$ cat src/rtl/axis_frame_fifo_if.sv
// AXI-stream handshake bundle shared by the frame FIFO and its neighbours.
interface axis_frame_fifo_if #(
   parameter int unsigned DATA_WIDTH = 8,
   parameter int unsigned USER_WIDTH = 1
);
   logic [DATA_WIDTH-1:0] tdata;
   logic                  tvalid;
   logic                  tready;
   logic                  tlast;
   logic [USER_WIDTH-1:0] tuser;

   modport master (
      output tdata,
      output tvalid,
      input  tready,
      output tlast,
      output tuser
   );

   modport slave (
      input  tdata,
      input  tvalid,
      output tready,
      input  tlast,
      input  tuser
   );
endinterface

$ cat src/rtl/axis_frame_fifo.sv
// Store-and-forward AXI-stream frame FIFO. A frame becomes visible downstream only once its
// tlast beat is committed; bad frames (tuser[0]) and frames that do not fit are discarded.
module axis_frame_fifo #(
   parameter int unsigned ADDR_WIDTH     = 4,
   parameter int unsigned DATA_WIDTH     = 8,
   parameter int unsigned USER_WIDTH     = 1,
   parameter bit          DROP_BAD_FRAME = 1'b1,
   parameter bit          DROP_WHEN_FULL = 1'b0
) (
   input  logic                     clk,
   input  logic                     rst_n,
   axis_frame_fifo_if.slave         s_axis,
   axis_frame_fifo_if.master        m_axis,
   output logic                     status_overflow,
   output logic                     status_bad_frame,
   output logic                     status_good_frame
);

   localparam int unsigned DEPTH = 1 << ADDR_WIDTH;
   localparam int unsigned PTR_W = ADDR_WIDTH + 1;
   localparam logic [PTR_W-1:0] DEPTH_PTR = PTR_W'(DEPTH);

   // RAM word is {tlast, tdata}; tuser is never forwarded.
   logic [DATA_WIDTH:0] mem [DEPTH];

   logic [PTR_W-1:0] wr_ptr_q, wr_ptr_d;
   logic [PTR_W-1:0] wr_ptr_commit_q, wr_ptr_commit_d;
   logic [PTR_W-1:0] rd_ptr_q, rd_ptr_d;
   logic             drop_frame_q, drop_frame_d;

   logic [DATA_WIDTH-1:0] out_data_q, out_data_d;
   logic                  out_last_q, out_last_d;
   logic                  out_valid_q, out_valid_d;

   logic overflow_q, overflow_d;
   logic bad_frame_q, bad_frame_d;
   logic good_frame_q, good_frame_d;

   logic empty, full, full_frame;
   logic wr_accept, wr_en, load;

   assign empty      = (rd_ptr_q == wr_ptr_commit_q);
   assign full       = ((wr_ptr_q - rd_ptr_q) == DEPTH_PTR);
   assign full_frame = ((wr_ptr_q - wr_ptr_commit_q) == DEPTH_PTR);

   // Gated by rst_n so the port reads 0 while reset is asserted. An oversized frame or a
   // frame already being dropped keeps ready high so it can be flushed.
   assign s_axis.tready = rst_n & (DROP_WHEN_FULL | ~full | full_frame | drop_frame_q);
   assign wr_accept     = s_axis.tvalid & s_axis.tready;

   assign m_axis.tdata  = out_data_q;
   assign m_axis.tvalid = out_valid_q;
   assign m_axis.tlast  = out_last_q;
   assign m_axis.tuser  = '0;

   assign status_overflow   = overflow_q;
   assign status_bad_frame  = bad_frame_q;
   assign status_good_frame = good_frame_q;

   // Write side: accept, drop or commit the incoming beat.
   always_comb begin
      wr_ptr_d        = wr_ptr_q;
      wr_ptr_commit_d = wr_ptr_commit_q;
      drop_frame_d    = drop_frame_q;
      overflow_d      = 1'b0;
      bad_frame_d     = 1'b0;
      good_frame_d    = 1'b0;
      wr_en           = 1'b0;
      if (wr_accept) begin
         if (drop_frame_q) begin
            if (s_axis.tlast) begin
               drop_frame_d = 1'b0;
               overflow_d   = 1'b1;
            end
         end else if (full || full_frame) begin
            // Rollback only touches wr_ptr; committed frames stay intact.
            wr_ptr_d = wr_ptr_commit_q;
            if (s_axis.tlast) begin
               overflow_d = 1'b1;
            end else begin
               drop_frame_d = 1'b1;
            end
         end else begin
            wr_en    = 1'b1;
            wr_ptr_d = wr_ptr_q + 1'b1;
            if (s_axis.tlast) begin
               if (DROP_BAD_FRAME && s_axis.tuser[0]) begin
                  wr_ptr_d    = wr_ptr_commit_q;
                  bad_frame_d = 1'b1;
               end else begin
                  wr_ptr_commit_d = wr_ptr_q + 1'b1;
                  good_frame_d    = 1'b1;
               end
            end
         end
      end
   end

   // Read side: refill the output register whenever it is empty or being drained.
   always_comb begin
      load        = ~empty & (~out_valid_q | m_axis.tready);
      rd_ptr_d    = rd_ptr_q;
      out_data_d  = out_data_q;
      out_last_d  = out_last_q;
      out_valid_d = out_valid_q;
      if (load) begin
         rd_ptr_d    = rd_ptr_q + 1'b1;
         {out_last_d, out_data_d} = mem[rd_ptr_q[ADDR_WIDTH-1:0]];
         out_valid_d = 1'b1;
      end else if (m_axis.tready) begin
         out_valid_d = 1'b0;
      end
   end

   // Frame storage; contents are deliberately left unreset.
   always_ff @(posedge clk) begin
      if (wr_en) begin
         mem[wr_ptr_q[ADDR_WIDTH-1:0]] <= {s_axis.tlast, s_axis.tdata};
      end
   end

   // Pointer, output and status state.
   always_ff @(posedge clk or negedge rst_n) begin
      if (!rst_n) begin
         wr_ptr_q        <= '0;
         wr_ptr_commit_q <= '0;
         rd_ptr_q        <= '0;
         drop_frame_q    <= 1'b0;
         out_data_q      <= '0;
         out_last_q      <= 1'b0;
         out_valid_q     <= 1'b0;
         overflow_q      <= 1'b0;
         bad_frame_q     <= 1'b0;
         good_frame_q    <= 1'b0;
      end else begin
         wr_ptr_q        <= wr_ptr_d;
         wr_ptr_commit_q <= wr_ptr_commit_d;
         rd_ptr_q        <= rd_ptr_d;
         drop_frame_q    <= drop_frame_d;
         out_data_q      <= out_data_d;
         out_last_q      <= out_last_d;
         out_valid_q     <= out_valid_d;
         overflow_q      <= overflow_d;
         bad_frame_q     <= bad_frame_d;
         good_frame_q    <= good_frame_d;
      end
   end

endmodule

$ cat src/flat_wrapper.sv
// flat-port wrapper written by rule: the top's interface ports become plain ports
module axis_frame_fifo_flat 
#(
   parameter int unsigned ADDR_WIDTH     = 4,
   parameter int unsigned DATA_WIDTH     = 8,
   parameter int unsigned USER_WIDTH     = 1,
   parameter bit          DROP_BAD_FRAME = 1'b1,
   parameter bit          DROP_WHEN_FULL = 1'b0
)
  (clk, rst_n, status_overflow, status_bad_frame, status_good_frame, s_axis_tdata, s_axis_tvalid, s_axis_tready, s_axis_tlast, s_axis_tuser, m_axis_tdata, m_axis_tvalid, m_axis_tready, m_axis_tlast, m_axis_tuser);
  axis_frame_fifo_if #(.DATA_WIDTH(DATA_WIDTH), .USER_WIDTH(USER_WIDTH)) s_axis_i ();
  axis_frame_fifo_if #(.DATA_WIDTH(DATA_WIDTH), .USER_WIDTH(USER_WIDTH)) m_axis_i ();
  input  logic clk;
  input  logic rst_n;
  output logic status_overflow;
  output logic status_bad_frame;
  output logic status_good_frame;
  input wire logic [$bits(s_axis_i.tdata)-1:0] s_axis_tdata;
  input wire logic [$bits(s_axis_i.tvalid)-1:0] s_axis_tvalid;
  output wire logic [$bits(s_axis_i.tready)-1:0] s_axis_tready;
  input wire logic [$bits(s_axis_i.tlast)-1:0] s_axis_tlast;
  input wire logic [$bits(s_axis_i.tuser)-1:0] s_axis_tuser;
  output wire logic [$bits(m_axis_i.tdata)-1:0] m_axis_tdata;
  output wire logic [$bits(m_axis_i.tvalid)-1:0] m_axis_tvalid;
  input wire logic [$bits(m_axis_i.tready)-1:0] m_axis_tready;
  output wire logic [$bits(m_axis_i.tlast)-1:0] m_axis_tlast;
  output wire logic [$bits(m_axis_i.tuser)-1:0] m_axis_tuser;
  assign s_axis_i.tdata = s_axis_tdata;
  assign s_axis_i.tvalid = s_axis_tvalid;
  assign s_axis_tready = s_axis_i.tready;
  assign s_axis_i.tlast = s_axis_tlast;
  assign s_axis_i.tuser = s_axis_tuser;
  assign m_axis_tdata = m_axis_i.tdata;
  assign m_axis_tvalid = m_axis_i.tvalid;
  assign m_axis_i.tready = m_axis_tready;
  assign m_axis_tlast = m_axis_i.tlast;
  assign m_axis_tuser = m_axis_i.tuser;
  axis_frame_fifo #(.ADDR_WIDTH(ADDR_WIDTH), .DATA_WIDTH(DATA_WIDTH), .USER_WIDTH(USER_WIDTH), .DROP_BAD_FRAME(DROP_BAD_FRAME), .DROP_WHEN_FULL(DROP_WHEN_FULL)) u_core (.clk(clk), .rst_n(rst_n), .s_axis(s_axis_i), .m_axis(m_axis_i), .status_overflow(status_overflow), .status_bad_frame(status_bad_frame), .status_good_frame(status_good_frame));
endmodule
$ cat config.mk
export PLATFORM = sky130hd
export DESIGN_NAME = axis_frame_fifo_flat
export DESIGN_NICKNAME = d
export VERILOG_FILES = /design/src/rtl/axis_frame_fifo_if.sv /design/src/rtl/axis_frame_fifo.sv /design/src/flat_wrapper.sv
export SDC_FILE = /design/constraint.sdc
export NUM_CORES = 1
export LEC_CHECK = 0
export CAP_MARGIN = 0
export CORE_MARGIN = 8
export CORE_UTILIZATION = 55
export CTS_CLUSTER_SIZE = 24
export DETAILED_ROUTE_END_ITERATION = 6
export MAX_ROUTING_LAYER = met4
export PLACE_DENSITY = 0.73
export SYNTH_ARGS = -nofsm -noshare
export SYNTH_HDL_FRONTEND = slang
export SYNTH_SLANG_ARGS = --single-unit
export TNS_END_PERCENT = 50
$ cat constraint.sdc
create_clock -name clk -period 3.75 [get_ports clk]
set_clock_uncertainty 0.1 [all_clocks]
set_input_delay 0.75 -clock clk [delete_from_list [all_inputs] [get_ports clk]]
set_output_delay 0.75 -clock clk [all_outputs]
set_load 0.01 [all_outputs]
==> qor.log <==
[die] placeable core area 13090 um2
[detailed_routing] detailed-router iteration count before antenna repair 4
[critical_path] category of the worst setup path launch point register
[cts] clk sinks 173
[synthesis] combined area of all synthesized cells 7284 um2
[die] Die Area 17180 um2
[cells_and_area] area growth from synthesis to layout 14.98%
[timing] hold_ws 0.4058 ns
[timing] minimum clock period 3.315 ns
[detailed_routing] post-detailed-route DRC marker count 0
[synthesis] unique cell type count in the Yosys netlist 51
[critical_path] crit path kind reg -> out
[place] Port Buffer Count 27
[die] I/O pin count 29
[synthesis] Synth warnings 0
[die] die width 131.1 um
[timing] worst-case headroom to the max-slew limit 0.4738
[place] HPWL reported at the end of detailed placement 9.362 mm
[timing] TNS Setup 0 ns
[synthesis] number of flip-flops and latches in the synthesized netlist 173
[detailed_routing] initial DRC count 458
[detailed_routing] Antenna Nets Post-Route 0
[run] MaxCap Viol Count 0
[place] weighted congestion reported at the end of routability-driven placement 0.9063
[synthesis] Avg Synthesized Cell Area 19.17 um2
[status] run status completed
[detailed_routing] DR vias/cell 5.944
[synthesis] synthesized instance count 380
[cts] number of CTS-inserted buffers 17
[cells_and_area] diode count 0
[detailed_routing] average wire per cell in the routed design 23.51 um
[die] starting density of the core 0.5567
[timing] post-route setup slack 0.4352 ns
[timing] setup repair after global routing missed its margin false
[critical_path] slowest cell on the critical path sky130_fd_sc_hd__dfrtp_2
[critical_path] sort of element at the end of the critical path output pin
[detailed_routing] DR vias 3620
[power] maximum ir drop on the vdd rail 0.3975 mV
[synthesis] share of synthesized flip-flops with an asynchronous set or reset 0.1676
[power] Leakage Power 2.894 nW
[global_routing] first-pass GRT wire length 22.31 mm
[global_routing] largest net degree at the start of global routing 41
[detailed_routing] final wirelength 14.32 mm
[synthesis] cells taking the most area after synthesis sky130_fd_sc_hd__edfxtp_1 59%, sky130_fd_sc_hd__mux4_2 14%, sky130_fd_sc_hd__dfrtp_1 10%
[die] die height 131.1 um
[cts] number of buffers on the longest clock path 2
[global_routing] number of global-route vias before repair 3697
[timing] total count of hold-check failures in the final report 0
[timing] timing-limited maximum frequency 301.7 MHz
[global_routing] global routing usage summed across all routing layers 0.1916
[synthesis] area share of the largest cell type after synthesis 0.5936
[cts] clock latency at the later pin of the worst-skew pair 0.42 ns
[cts] CTS tree built
[synthesis] cell taking the most area after synthesis sky130_fd_sc_hd__edfxtp_1
[synthesis] post-synth net total 407
[cts] hold buffer count at CTS 0
[cells_and_area] fraction of layout cells with a size suffix above 1 0.2725
[cts] Clock Root Buffer sky130_fd_sc_hd__clkbuf_16
[critical_path] arrival time worst endpoint 2.46 ns
[critical_path] crit-path cells inv_1 -> ha_1 -> or3b_1 -> or3_4 -> a211oi_4 -> a21boi_0 -> dlymetal6s2s_1
[critical_path] critical-path maximum fanout 8
[critical_path] family with the most delay on the worst path simple AND/OR/NAND/NOR gates
[cells_and_area] Layout Nets 447
[synthesis] Main synth FF type sky130_fd_sc_hd__edfxtp_1
[min_path] Min-Delay Path Class reg -> reg
[cts] clock transition at the registers of the reported paths 0.06 ns
[critical_path] data required time at the worst endpoint 2.90 ns
[synthesis] EDFF count, synth 144
[die] Rows 42
[cts] deepest level of the CTS H-tree 4
[global_routing] initial antenna violation count 0
[critical_path] number of buffer and inverter instances along the worst setup path 2
[timing] Setup violations, final 0
[timing] final number of max-transition violations 0
[timing] slew at the pin with the worst max-slew slack 0.7893 ns
[timing] period utilization 0.8839
[power] cell area power density 765.8 nW/um2
[synthesis] share of the yosys chip area belonging to registers 0.6932
[critical_path] peak per-stage delay on the critical path 0.46 ns
[place] worst setup slack before clock tree synthesis 0.4048 ns
[global_routing] aggregate global routing overflow 0
-- kinds of logic after synthesis --
family                     Yosys count  synth area share
AOI/OAI and AO/OA                   22           0.02560
adders and majority gates           13           0.02233
and+or+nand+nor                     62           0.05101
buffers and inverters               31           0.01975
DFF                                173            0.6932
xor gates and xnor gates            17           0.02250
muxes                               61            0.1651
other                                1         0.0005148
-- cell usage after synthesis (3+ instances only) --
library cell,number
sky130_fd_sc_hd__xnor2_1,11
sky130_fd_sc_hd__nor2b_1,3
sky130_fd_sc_hd__nand2_1,8
sky130_fd_sc_hd__edfxtp_1,144
sky130_fd_sc_hd__mux2_2,11
sky130_fd_sc_hd__buf_2,4
sky130_fd_sc_hd__mux4_2,45
sky130_fd_sc_hd__ha_1,13
sky130_fd_sc_hd__clkbuf_1,8
sky130_fd_sc_hd__dfrtp_1,29
sky130_fd_sc_hd__inv_1,13
sky130_fd_sc_hd__xor2_1,5
sky130_fd_sc_hd__nor2_1,11
sky130_fd_sc_hd__nand3_1,9
sky130_fd_sc_hd__a21oi_1,4
sky130_fd_sc_hd__mux2_4,3
sky130_fd_sc_hd__and3_1,12
sky130_fd_sc_hd__and4_1,4
sky130_fd_sc_hd__o21ai_0,4
-- flip-flops by register name (all words and copies together), names as in the netlist --
signal                    flops
u_core.m_axis.tdata           8
u_core.wr_ptr_commit_q        5
u_core.m_axis.tlast           1
u_core.status_bad_frame       1
u_core.rd_ptr_q               5
u_core.status_overflow        1
u_core.drop_frame_q           1
u_core.mem                  144
u_core.status_good_frame      1
u_core.m_axis.tvalid          1
u_core.wr_ptr_q               5
-- layout by cell type (no fill, tap or decap), drive strengths merged, types with 3 or more instances in the layout --
master           n
and3            12
dfrtp           29
inv             15
clkbuf          28
and4             4
a21oi            5
nor2            12
nand2            8
ha              13
buf             11
edfxtp         144
xor2             5
clkdlybuf4s50   26
nand3            9
nor2b            3
o21ai            4
mux2            14
mux4            45
xnor2           11
-- final timing paths --
kind / start / endpoint / slack [ns] / cells past startpoint
max: u_core.wr_ptr_q[0]$_DFFE_PN0P_ / s_axis_tready / 0.44 / 7
min: u_core.m_axis.tdata[2]$_DFFE_PN0P_ / u_core.m_axis.tdata[2]$_DFFE_PN0P_ / 0.41 / 1
max reg2reg: u_core.wr_ptr_q[0]$_DFFE_PN0P_ / u_core.mem[0][5]$_DFFE_PP_ / 0.65 / 9
min reg2reg: u_core.m_axis.tdata[2]$_DFFE_PN0P_ / u_core.m_axis.tdata[2]$_DFFE_PN0P_ / 0.41 / 1
max in group asynchronous: rst_n / u_core.wr_ptr_commit_q[3]$_DFFE_PN0P_ / 2.45 / 2
min in group asynchronous: rst_n / u_core.wr_ptr_q[4]$_DFFE_PN0P_ / 0.49 / 1
-- stage by stage --
step	util	std cells	instance area [um2]	power (mW)
6_report	0.6401	609	8376	6.414
5_1_grt	0.6401	609	8376	6.729
4_1_cts	0.6382	608	8351	6.431
3_5_place_dp	0.5925	575	7752	4.692
3_3_place_gp	0.5925	575	7752	4.669
2_1_floorplan	-	380	7284	4.077
-- layout make-up --
cell class / count / area [um2]
inverters: 14 / 52.55
flip-flops and latches: 173 / 5055
clock inverters: 4 / 51.30
clock buffers: 28 / 528.0
fillers: 874 / 4710
well taps: 176 / 220.2
multi-input cells: 176 / 2113
repair buffers: 38 / 355.3
-- power breakdown --
part	leakage (nW)	switching, mW	internal, mW	total (mW)
Combinational	0.979	1.08	1.11	2.19
Clock	0.280	0.679	1.03	1.71
Sequential	1.63	0.190	2.32	2.51
Total	2.89	1.95	4.46	6.41
-- what timing repair did --
item,CTS,global route
pin swaps,1,1
setup endpoints to repair,1,1
gates resized for setup,3,6
setup buffers,1,1
-- worst register-to-register path, stage by stage, from the launching register on --
cell and delay, ns:
sky130_fd_sc_hd__dfrtp_2 0.46, sky130_fd_sc_hd__inv_1 0.14, sky130_fd_sc_hd__ha_1 0.17, sky130_fd_sc_hd__or3b_1 0.37
sky130_fd_sc_hd__nand3_1 0.14, sky130_fd_sc_hd__a211oi_4 0.08, sky130_fd_sc_hd__buf_4 0.15, sky130_fd_sc_hd__o21bai_4 0.22
sky130_fd_sc_hd__nor2_4 0.29, sky130_fd_sc_hd__and3_1 0.61
-- routing by layer --
metal,up-vias,track usage,routed length [um],part of all wire
met1,1852,0.2657,6336,0.44
li1,1603,-,-,-
met5,-,-,0,0
met3,23,0.04571,1179,0.082
met4,0,0.08508,278,0.019
met2,142,0.2657,6522,0.46
Note: power is estimated with default switching activity, not from simulation.
